**src/rtl/ucsbece154b_bpred_ctrl.sv**
```systemverilog
`default_nettype none
// ============================================================================
//  Module   : ucsbece154b_bpred_ctrl
//  Purpose  : Maintenance controller for the branch predictor PHT and BTB.
//             After reset or a flush it sweeps both tables to a known state
//             (PHT entries weakly-not-taken, BTB entries invalid). In normal
//             operation it queues E-stage branch/jump resolutions and
//             serializes them onto the single PHT and BTB write ports, one
//             update per cycle.
//  Ports    :
//    clk, reset_i (sync, active-low), flush_i (restart sweep, drop queue)
//    upd_*_i      : E-stage resolution record (pc, ghr, flags, target)
//    upd_full_o   : update queue holds FIFO_DEPTH records
//    busy_o       : sweep in progress, predictions not usable
//    pht_op_o/pht_addr_o                    : PHT command (NOP/INIT/INC/DEC)
//    btb_we_o/btb_inval_o/btb_addr_o/btb_target_o : BTB command
//    dropped_o    : saturating count of updates lost to a full queue
//  Revision : 1.0  initial release
// ============================================================================
module ucsbece154b_bpred_ctrl #(
  parameter int NUM_GHR_BITS    = 5,
  parameter int NUM_BTB_ENTRIES = 32,
  parameter int FIFO_DEPTH      = 4
) (
  input  logic                               clk,
  input  logic                               reset_i,
  input  logic                               flush_i,
  input  logic                               upd_valid_i,
  input  logic [31:0]                        upd_pc_i,
  input  logic [NUM_GHR_BITS-1:0]            upd_ghr_i,
  input  logic                               upd_branch_i,
  input  logic                               upd_jump_i,
  input  logic                               upd_taken_i,
  input  logic [31:0]                        upd_target_i,
  output logic                               upd_full_o,
  output logic                               busy_o,
  output logic [1:0]                         pht_op_o,
  output logic [NUM_GHR_BITS-1:0]            pht_addr_o,
  output logic                               btb_we_o,
  output logic                               btb_inval_o,
  output logic [$clog2(NUM_BTB_ENTRIES)-1:0] btb_addr_o,
  output logic [31:0]                        btb_target_o,
  output logic [7:0]                         dropped_o
);

  localparam int c_BI      = $clog2(NUM_BTB_ENTRIES);
  localparam int c_PHT_N   = 1 << NUM_GHR_BITS;
  localparam int c_SWEEP_N = (c_PHT_N > NUM_BTB_ENTRIES) ? c_PHT_N : NUM_BTB_ENTRIES;
  // One spare bit so the sweep limits compare cleanly against the counter.
  localparam int c_CW      = $clog2(c_SWEEP_N) + 1;
  localparam int c_PW      = $clog2(FIFO_DEPTH);
  localparam int c_OW      = c_PW + 1;

  localparam logic [c_CW-1:0] c_PHT_LIM  = c_CW'(c_PHT_N);
  localparam logic [c_CW-1:0] c_BTB_LIM  = c_CW'(NUM_BTB_ENTRIES);
  localparam logic [c_CW-1:0] c_LAST_IDX = c_CW'(c_SWEEP_N - 1);
  localparam logic [c_OW-1:0] c_FULL_CNT = c_OW'(FIFO_DEPTH);

  localparam logic [1:0] c_OP_NOP  = 2'd0;
  localparam logic [1:0] c_OP_INIT = 2'd1;
  localparam logic [1:0] c_OP_INC  = 2'd2;
  localparam logic [1:0] c_OP_DEC  = 2'd3;

  localparam logic [0:0] c_ST_INIT = 1'b0;
  localparam logic [0:0] c_ST_RUN  = 1'b1;

  // --------------------------------------------------------------------------
  // State
  // --------------------------------------------------------------------------
  logic [0:0]              r_state;
  logic [c_CW-1:0]         r_cnt;
  logic [c_PW-1:0]         r_wr_ptr;
  logic [c_PW-1:0]         r_rd_ptr;
  logic [c_OW-1:0]         r_count;
  logic                    r_full;
  logic                    r_busy;
  logic [1:0]              r_pht_op;
  logic [NUM_GHR_BITS-1:0] r_pht_addr;
  logic                    r_btb_we;
  logic                    r_btb_inval;
  logic [c_BI-1:0]         r_btb_addr;
  logic [31:0]             r_btb_target;
  logic [7:0]              r_dropped;

  // Records are stored already decoded into the commands they will issue.
  logic [1:0]              r_q_op    [FIFO_DEPTH];
  logic                    r_q_we    [FIFO_DEPTH];
  logic [NUM_GHR_BITS-1:0] r_q_paddr [FIFO_DEPTH];
  logic [c_BI-1:0]         r_q_baddr [FIFO_DEPTH];
  logic [31:0]             r_q_tgt   [FIFO_DEPTH];

  // --------------------------------------------------------------------------
  // Queue control
  // --------------------------------------------------------------------------
  logic                    w_push_req;
  logic                    w_pop_req;
  logic                    w_q_full;
  logic                    w_push_ok;
  logic                    w_push;
  logic                    w_pop;
  logic                    w_drop;
  logic [c_OW-1:0]         w_count_nxt;
  logic [1:0]              w_in_op;
  logic                    w_in_we;
  logic [NUM_GHR_BITS-1:0] w_in_paddr;
  logic [c_BI-1:0]         w_in_baddr;
  logic                    w_unused_pc;

  assign w_push_req = upd_valid_i & (upd_branch_i | upd_jump_i);
  assign w_pop_req  = (r_state == c_ST_RUN) & (r_count != '0);
  assign w_q_full   = (r_count == c_FULL_CNT);
  // A pop in the same cycle frees the slot, so a full queue still accepts.
  assign w_push_ok  = w_push_req & (~w_q_full | w_pop_req);
  // Flush discards same-cycle traffic without counting it as a drop.
  assign w_push     = w_push_ok & ~flush_i;
  assign w_pop      = w_pop_req & ~flush_i;
  assign w_drop     = w_push_req & ~w_push_ok & ~flush_i;

  always_comb begin
    w_count_nxt = r_count;
    if (w_push && !w_pop) begin
      w_count_nxt = r_count + 1'b1;
    end else if (w_pop && !w_push) begin
      w_count_nxt = r_count - 1'b1;
    end
  end

  // A record with both flags set is a jump: no PHT training.
  assign w_in_op    = upd_jump_i ? c_OP_NOP : (upd_taken_i ? c_OP_INC : c_OP_DEC);
  assign w_in_we    = upd_jump_i | (upd_branch_i & upd_taken_i);
  assign w_in_paddr = upd_pc_i[NUM_GHR_BITS+1:2] ^ upd_ghr_i;
  assign w_in_baddr = upd_pc_i[c_BI+1:2];
  assign w_unused_pc = ^upd_pc_i;

  // Storage needs no reset: occupancy is tracked by the pointers and count.
  always_ff @(posedge clk) begin
    if (reset_i && w_push) begin
      r_q_op[r_wr_ptr]    <= w_in_op;
      r_q_we[r_wr_ptr]    <= w_in_we;
      r_q_paddr[r_wr_ptr] <= w_in_paddr;
      r_q_baddr[r_wr_ptr] <= w_in_baddr;
      r_q_tgt[r_wr_ptr]   <= upd_target_i;
    end
  end

  // --------------------------------------------------------------------------
  // Control FSM and registered command outputs
  // --------------------------------------------------------------------------
  always_ff @(posedge clk) begin
    if (!reset_i) begin
      r_state      <= c_ST_INIT;
      r_cnt        <= '0;
      r_wr_ptr     <= '0;
      r_rd_ptr     <= '0;
      r_count      <= '0;
      r_full       <= 1'b0;
      r_busy       <= 1'b1;
      r_pht_op     <= c_OP_NOP;
      r_pht_addr   <= '0;
      r_btb_we     <= 1'b0;
      r_btb_inval  <= 1'b0;
      r_btb_addr   <= '0;
      r_btb_target <= '0;
      r_dropped    <= '0;
    end else begin
      if (w_drop && (r_dropped != 8'hFF)) begin
        r_dropped <= r_dropped + 8'd1;
      end

      if (flush_i) begin
        r_state      <= c_ST_INIT;
        r_cnt        <= '0;
        r_wr_ptr     <= '0;
        r_rd_ptr     <= '0;
        r_count      <= '0;
        r_full       <= 1'b0;
        r_busy       <= 1'b1;
        r_pht_op     <= c_OP_NOP;
        r_pht_addr   <= '0;
        r_btb_we     <= 1'b0;
        r_btb_inval  <= 1'b0;
        r_btb_addr   <= '0;
        r_btb_target <= '0;
      end else begin
        if (w_push) begin
          r_wr_ptr <= r_wr_ptr + 1'b1;
        end
        if (w_pop) begin
          r_rd_ptr <= r_rd_ptr + 1'b1;
        end
        r_count <= w_count_nxt;
        r_full  <= (w_count_nxt == c_FULL_CNT);

        case (r_state)
          c_ST_INIT: begin
            // Sweep covers the larger table; the smaller one idles at the tail.
            r_busy       <= 1'b1;
            r_pht_op     <= (r_cnt < c_PHT_LIM) ? c_OP_INIT : c_OP_NOP;
            r_pht_addr   <= (r_cnt < c_PHT_LIM) ? r_cnt[NUM_GHR_BITS-1:0] : '0;
            r_btb_inval  <= (r_cnt < c_BTB_LIM);
            r_btb_addr   <= (r_cnt < c_BTB_LIM) ? r_cnt[c_BI-1:0] : '0;
            r_btb_we     <= 1'b0;
            r_btb_target <= '0;
            r_cnt        <= r_cnt + 1'b1;
            if (r_cnt == c_LAST_IDX) begin
              r_state <= c_ST_RUN;
            end
          end
          c_ST_RUN: begin
            r_busy      <= 1'b0;
            r_btb_inval <= 1'b0;
            if (w_pop) begin
              r_pht_op     <= r_q_op[r_rd_ptr];
              r_pht_addr   <= (r_q_op[r_rd_ptr] != c_OP_NOP) ? r_q_paddr[r_rd_ptr] : '0;
              r_btb_we     <= r_q_we[r_rd_ptr];
              r_btb_addr   <= r_q_we[r_rd_ptr] ? r_q_baddr[r_rd_ptr] : '0;
              r_btb_target <= r_q_we[r_rd_ptr] ? r_q_tgt[r_rd_ptr] : '0;
            end else begin
              r_pht_op     <= c_OP_NOP;
              r_pht_addr   <= '0;
              r_btb_we     <= 1'b0;
              r_btb_addr   <= '0;
              r_btb_target <= '0;
            end
          end
          default: begin
            r_state <= c_ST_INIT;
            r_cnt   <= '0;
          end
        endcase
      end
    end
  end

  assign upd_full_o   = r_full;
  assign busy_o       = r_busy;
  assign pht_op_o     = r_pht_op;
  assign pht_addr_o   = r_pht_addr;
  assign btb_we_o     = r_btb_we;
  assign btb_inval_o  = r_btb_inval;
  assign btb_addr_o   = r_btb_addr;
  assign btb_target_o = r_btb_target;
  assign dropped_o    = r_dropped;

endmodule
`default_nettype wire

```
**config.mk**
```make
export PLATFORM = sky130hd
export DESIGN_NAME = ucsbece154b_bpred_ctrl
export DESIGN_NICKNAME = d
export VERILOG_FILES = /design/src/rtl/ucsbece154b_bpred_ctrl.sv
export SDC_FILE = /design/constraint.sdc
export NUM_CORES = 1
export LEC_CHECK = 0
export CORE_MARGIN = 2
export CORE_UTILIZATION = 58
export CTS_CLUSTER_DIAMETER = 80
export DETAILED_ROUTE_END_ITERATION = 7
export PLACE_DENSITY = 0.87
export SLEW_MARGIN = 20
export SYNTH_ARGS = -nofsm -noshare
export SYNTH_HDL_FRONTEND = slang
export SYNTH_SLANG_ARGS = --single-unit
```
**constraint.sdc**
```tcl
create_clock -name clk -period 6.5 [get_ports clk]
set_input_delay 0.975 -clock clk [delete_from_list [all_inputs] [get_ports clk]]
set_output_delay 0.975 -clock clk [all_outputs]
set_load 0.1 [all_outputs]
```
-- Yosys cells after proc, flatten, opt, wreduce, memory -nomap -nowiden
Memories as Yosys holds them, arrays and structs flattened. A register that Yosys moved wholly into a read port is not among the register bits.
Cells that the tools add are included.
- add/subtract/negate cells: 6
- $mul: 0
- divide/modulo/power cells: 0
- $lt $le $gt $ge: 1
- equal/unequal tests: 4
- shift operators: 0
- mux-type cells: 35
- bitwise gates (word level): 17
- reduce and logical (&&, ||, !) cells: 9
- operators by type and width (kind ; count):
    2-to-1 mux 32 bit ; 2
    one-hot mux 32 bit (2 select lines) ; 1
    2-to-1 mux 5 bit ; 5
    2-to-1 mux 2 bit ; 12
    one-hot mux 5 bit (2 select lines) ; 2
    adder 8 x 1 -> 8 bit (second input constant) ; 1
    AND 1 bit ; 8
    != test 8 bit (second input constant) ; 1
    2-to-1 mux 1 bit ; 7
    adder 6 x 1 -> 6 bit (second input constant) ; 1
    equality test 3 bit (second input constant) ; 2
    equality test 6 x 5 -> 1 bit (second input constant) ; 1
    less-than comparator 6 bit (second input constant) ; 1
    2-to-1 mux 3 bit ; 2
    one-hot mux 1 bit (2 select lines) ; 3
    NOT 1 bit ; 5
    XOR 5 bit ; 1
    adder 2 x 1 -> 2 bit (second input constant) ; 2
    logical AND 1 bit ; 4
    one-hot mux 2 bit (2 select lines) ; 1
    adder 3 x 1 -> 3 bit (second input constant) ; 1
    bitwise OR 1 bit ; 3
    nonzero test 3 bit ; 1
    subtractor 3 x 1 -> 3 bit (second input constant) ; 1
    3 further kinds ; 4
- flip-flop bits (word level): 70
- bits in latches: 0
- RAM bits: 180
- memory bits (read-only): 0
- input port bits: 76
- output and inout bits: 56
- logic and storage cells: 91
- memories kept: 5
- memory list (name ; depth ; bits a word ; rd ports ; clocked after Yosys merged registers in ; write ports ; RTL line ; text):
    r_q_tgt ; 4 ; 32 ; 1 ; 1 ; 1 ; 90 ; logic [31:0] r_q_tgt [FIFO_DEPTH];
    r_q_baddr ; 4 ; 5 ; 1 ; 1 ; 1 ; 89 ; logic [c_BI-1:0] r_q_baddr [FIFO_DEPTH];
    r_q_paddr ; 4 ; 5 ; 1 ; 1 ; 1 ; 88 ; logic [NUM_GHR_BITS-1:0] r_q_paddr [FIFO_DEPTH];
    r_q_op ; 4 ; 2 ; 1 ; 1 ; 1 ; 86 ; logic [1:0] r_q_op [FIFO_DEPTH];
    r_q_we ; 4 ; 1 ; 1 ; 1 ; 1 ; 87 ; logic r_q_we [FIFO_DEPTH];

-- Depth between registers and ports, before layout
- depth in word-level cells: 10
- depth in mapped cells: 7

-- Worst setup path before layout
No wires, ideal clock.
- path type: input port to flip-flop
- start: in flush_i
- end: mem r_q_baddr[2][0] (netlist name) (enable)
- arrival: 2.262 ns
- data required time: 6.118 ns
- slack: 3.856 ns
- stages on the path: 3
- cell sequence: nand2b_4 a311oi_4 and3_2
- cells in the longest elaborated chain, start to end: 5
- RTL lines (item ; RTL line ; text):
    from (decl) ; 27 ; input logic flush_i,
    NOT 1 bit ; 115 ; assign w_push = w_push_ok & ~flush_i;
    AND 1 bit ; 115 ;
    logical AND 1 bit ; 137 ; if (reset_i && w_push) begin
    2-to-1 mux 1 bit ; 137 ;
    2-to-1 mux 1 bit (not written as such) ; 141 ; r_q_baddr[r_wr_ptr] <= w_in_baddr;
    to (decl) ; 89 ;
No other way between the ends.

-- Final worst setup path
- start: reg r_dropped[2], in the netlist dropped_o[2]
- end: out dropped_o[2]
- RTL lines (item ; RTL line ; text):
    from (decl) ; 83 ; logic [7:0] r_dropped;
    from (signal assigned) ; 167 ; r_dropped <= r_dropped + 8'd1;
    to (decl) ; 43 ; output logic [7:0] dropped_o
No word-level cell between the ends.

==> results.env <==
CRITICAL_PATH_CLASS='reg2out'
GLOBALROUTEMET1UTIL=0.270
CP_SLOWEST_CELL='sky130_fd_sc_hd__clkdlybuf4s50_1'
HPWL_UM=9680
YOSYS_WARNINGS=0
CTS_BUFFERS=24
ROW_COUNT=45
FINAL_WEIGHTED_CONGESTION_IN_ROUTABILITY_DRIVEN_PLACEMENT=0.820
CTS_SINKS=252
POST_SYNTH_INSTANCE_AREA_UM2=9130
MIN-DELAY-PATH-CLASS='reg2reg'
FF_LATCH_AREA_UM2=6850
FIRST_GLOBAL_VIAS=5046
SYNTH_ENABLE_FLOP_CELLS=180
STATUS='finished clean'
CPPEAKSTAGEDELAY_NS=1.18
SYNTH_TOP_CELL_AREA_SHARE=0.592
SYNTH-SEQ-AREA-SHARE=0.750
FRACTION_OF_FINAL_LAYOUT_CELLS_SIZED_BEYOND_DRIVE_STRENGTH_1=0.163
CRIT_START='dropped_o[2]'
DIE_AREA_UM2=16800
COMBINATIONAL_FAMILY_WITH_THE_MOST_AREA_AFTER_SYNTHESIS='multiplexers'
VDD_DROP_MAX_mV=0.269
CLOCK_TREE.BUFFER_DEPTH=3
ROUTED_WL_UM=17200
FLOORPLAN.INITIALDENSITY=0.596
SLEW_VIOL_FINAL=0
DRT_DRC_VIOLATIONS_LEFT=0
WORSTPATHCELLLIST='clkdlybuf4s50_1'
SYNTH_LARGEST_AREA_CELL='sky130_fd_sc_hd__edfxtp_1'
CRITPATHBUFINV=1
DIE_X_UM=129
FP.COREAREA_UM2=15300
GRT_FIRST_PASS_WIRELENGTH_UM=26600
MAPPEDNETLISTNETS=583
MIN_DELAY_PATH_DEPTH=2
MIN_PERIOD_NS=3.10
TIMING.CRITICAL_PATH.REQUIRED_NS=5.52
RRSETUPSLACK_NS=3.96
CAP_VIOLATIONS=0
SYNTH_MUX_AREA_FRAC=0.113
SYNTH.AREA.TOP_CELLS='sky130_fd_sc_hd__edfxtp_1, sky130_fd_sc_hd__dfxtp_1, sky130_fd_sc_hd__mux4_2'
TOTALNEGATIVESETUPSLACK_NS=0
TIMING.CRITICAL_PATH.FANOUT_MAX=6
PORT_BUFFERS=104
MAXCLOCKFREQUENCY_MHz=323
NFILLCELLS=921
HTREE_NUM_LEVELS=1
GLOBAL_ROUTE.USAGE.MET3=0.0396
DRT_ITER0_DRC=458
ROUTED_WIRE_LENGTH_PER_INSTANCE_UM=20.4
WORST-R2R-CELL-COUNT=5
SYNTH_SIMPLE_GATE_AREA_FRAC=0.0714
SUM_OF_OVERFLOW_ACROSS_ALL_LAYERS_AFTER_GLOBAL_ROUTING=0
SYNTH_FA_HA_AREA_FRAC=0.0123
CTS_TREE='yes'
SYNTH-COMPOUND-AREA-SHARE=0.0180
NATURE_OF_THE_CRITICAL_PATH_STARTPOINT='flip-flop'
IO-PIN-COUNT=132
SYNTH_CELL_TYPE_COUNT=43
CLKLATENCYLATEPIN_NS=0.51
GRT_SETUP_UNREPAIRED='no'
REG2REG_FROM='r_count[0]'
LAYOUT.NETS=699
MOST_CROWDED_LAYER_AFTER_GLOBAL_ROUTING='met2'
DETAILEDROUTE.FIRSTPASSITERATIONCOUNT=5
NUM_VIAS=4808
GROUTE.LAYER.MET2.USAGE=0.363
P_LEAK_uW=0.00385
SYNTHARSTFLOPSHARE=0
WORST_SLEW_PIN_SLEW_NS=1.00
CPLARGESTDELAYFAMILY='buffers and inverters'
WORSTPATHARRIVAL_NS=2.12
LOGIC_DEPTH_OF_THE_WORST_SETUP_PATH_INCLUDING_BUFFERS=1
FINALCRITPERIODSHARE=0.476
GRT_ANTENNA_BEFORE_REPAIR=0
POSTCTSRESIZEDCELLS=0
FINAL_CRITICAL_PATH_SETUP_SLACK_NS=3.40
SYNTH.FF_LATCH_COUNT=252
SLEW_HEADROOM=0.330
AREA.GROWTH.SYNTH_TO_FINAL_PCT=22.6
CTS.REPORTEDPATHS.CLKPINSLEW_NS=0.06
TIMING.CLOCK.SKEW_NS=0.0114
POSTSYNTHAREAPERCELL_UM2=18.3
AREA_OF_THE_MULTI_INPUT_GATES_UM2=2140
NETLIST_INSTANCES=498
GRT_MAX_DEGREE=46
ROOT_BUFFER='sky130_fd_sc_hd__clkbuf_16'
SYNTHXORXNORAREAFRAC=0.0192
CTS_HOLD_BUFFERS=0
POSTROUTEANTENNANETS=0
REGTOREGENDPOINT='r_q_tgt[1][10]'
CRITPATHCAPTURETYPE='output port'
WORST_SETUP_PATH_ENDPOINT='dropped_o[2]'
GRT.TOTAL_USAGE=0.209
FP.DIEH_UM=129
CELLPOWERDENSITY_nW_PER_UM2=285
PLACE_WS_NS=3.06
ENDPOINTS_FAILING_SETUP=0
REPORT.FINAL.HOLD_VIOL_COUNT=0
DETAIL_ROUTE.VIAS_PER_CELL=5.70
CTS_SETUP_BUFFERS=0
SYNTHFLOPTYPE='sky130_fd_sc_hd__edfxtp_1'
[worst min path at each step]
stage / from / end / slack [ns]
global placement: dropped_o[1] / dropped_o[1] / 0.49
detailed placement: dropped_o[1] / dropped_o[1] / 0.49
global route: dropped_o[1] / dropped_o[1] / 0.53
CTS: dropped_o[1] / dropped_o[1] / 0.50
floorplan: r_cnt[0] / r_cnt[0] / 0.48
finish: dropped_o[1] / dropped_o[1] / 0.51
[placed cells by master, fill, tap and decap left out, types with 11 or more instances in the layout]
cell / instances
sky130_fd_sc_hd__mux4_2: 45
sky130_fd_sc_hd__nor2_1: 20
sky130_fd_sc_hd__nand2_1: 14
sky130_fd_sc_hd__dfxtp_1: 70
sky130_fd_sc_hd__edfxtp_1: 180
sky130_fd_sc_hd__clkdlybuf4s50_1: 104
sky130_fd_sc_hd__xnor2_1: 11
sky130_fd_sc_hd__and3_1: 36
sky130_fd_sc_hd__inv_1: 15
sky130_fd_sc_hd__clkbuf_16: 25
[synthesized netlist by cell type (all sizes together), types with 8 or more instances]
library cell  instances
and2                  9
and3                 40
clkbuf               13
dfxtp                72
edfxtp              180
ha                    9
inv                  16
mux4                 45
nand2                14
nand3                 8
nor2                 20
o21ai                 8
xnor2                11
xor2                  9
[power by group]
part | leakage, µW | switching, µW | internal (µW) | total, µW
Combinational | 0.00126 | 48.1 | 40.7 | 88.9
Sequential | 0.00221 | 3.90 | 1730 | 1740
Clock | 0.000393 | 567 | 803 | 1370
[state kept, by name, summed over array words and instances (netlist names), named ones only]
name          flops
r_q_op            8
upd_full_o        1
pht_addr_o        5
r_cnt             6
r_q_we            4
r_q_paddr        20
btb_target_o     32
r_rd_ptr          2
busy_o            1
pht_op_o          2
btb_inval_o       1
r_q_tgt         128
btb_addr_o        5
r_wr_ptr          2
dropped_o         8
r_state           1
r_q_baddr        20
btb_we_o          1
r_count           3
[through the flow]
| step | total power, µW | hold WS [ns] | area, µm² | std cells | utilization |
|---|---|---|---|---|---|
| 3_3_place_gp | 1850 | 0.486 | 10400 | 799 | 0.679 |
| 6_report | 3190 | 0.507 | 11200 | 844 | 0.731 |
| 4_1_cts | 3220 | 0.503 | 11200 | 843 | 0.731 |
| 5_1_grt | 3290 | 0.534 | 11200 | 843 | 0.731 |
| 2_1_floorplan | 1810 | 0.478 | 9130 | 498 | - |
| 3_5_place_dp | 1860 | 0.495 | 10400 | 799 | 0.679 |
[cell type report]
class / count / area share
Clock buffer: 29 / 0.0590
Inverter: 16 / 0.00537
Tap cell: 211 / 0.0236
Clock inverter: 15 / 0.0111
Sequential cell: 252 / 0.612
Timing Repair Buffer: 110 / 0.0970
Multi-Input combinational cell: 210 / 0.192
Antenna cell: 1 / 0.000224
[layer usage]
metal,vias up,part of all wire
met1,2457,0.41
met5,-,0
met3,35,0.057
met2,168,0.51
met4,0,0.025
li1,2148,-
[cells by family after synthesis]
group	Yosys count
flip-flops	252
AND/OR/NAND/NOR	113
multiplexers	47
buffers and inverters	36
AO/OA/AOI/OAI	21
XOR/XNOR	20
adder cells (fa/ha/maj)	9
Power figures use the tool's default switching activity.
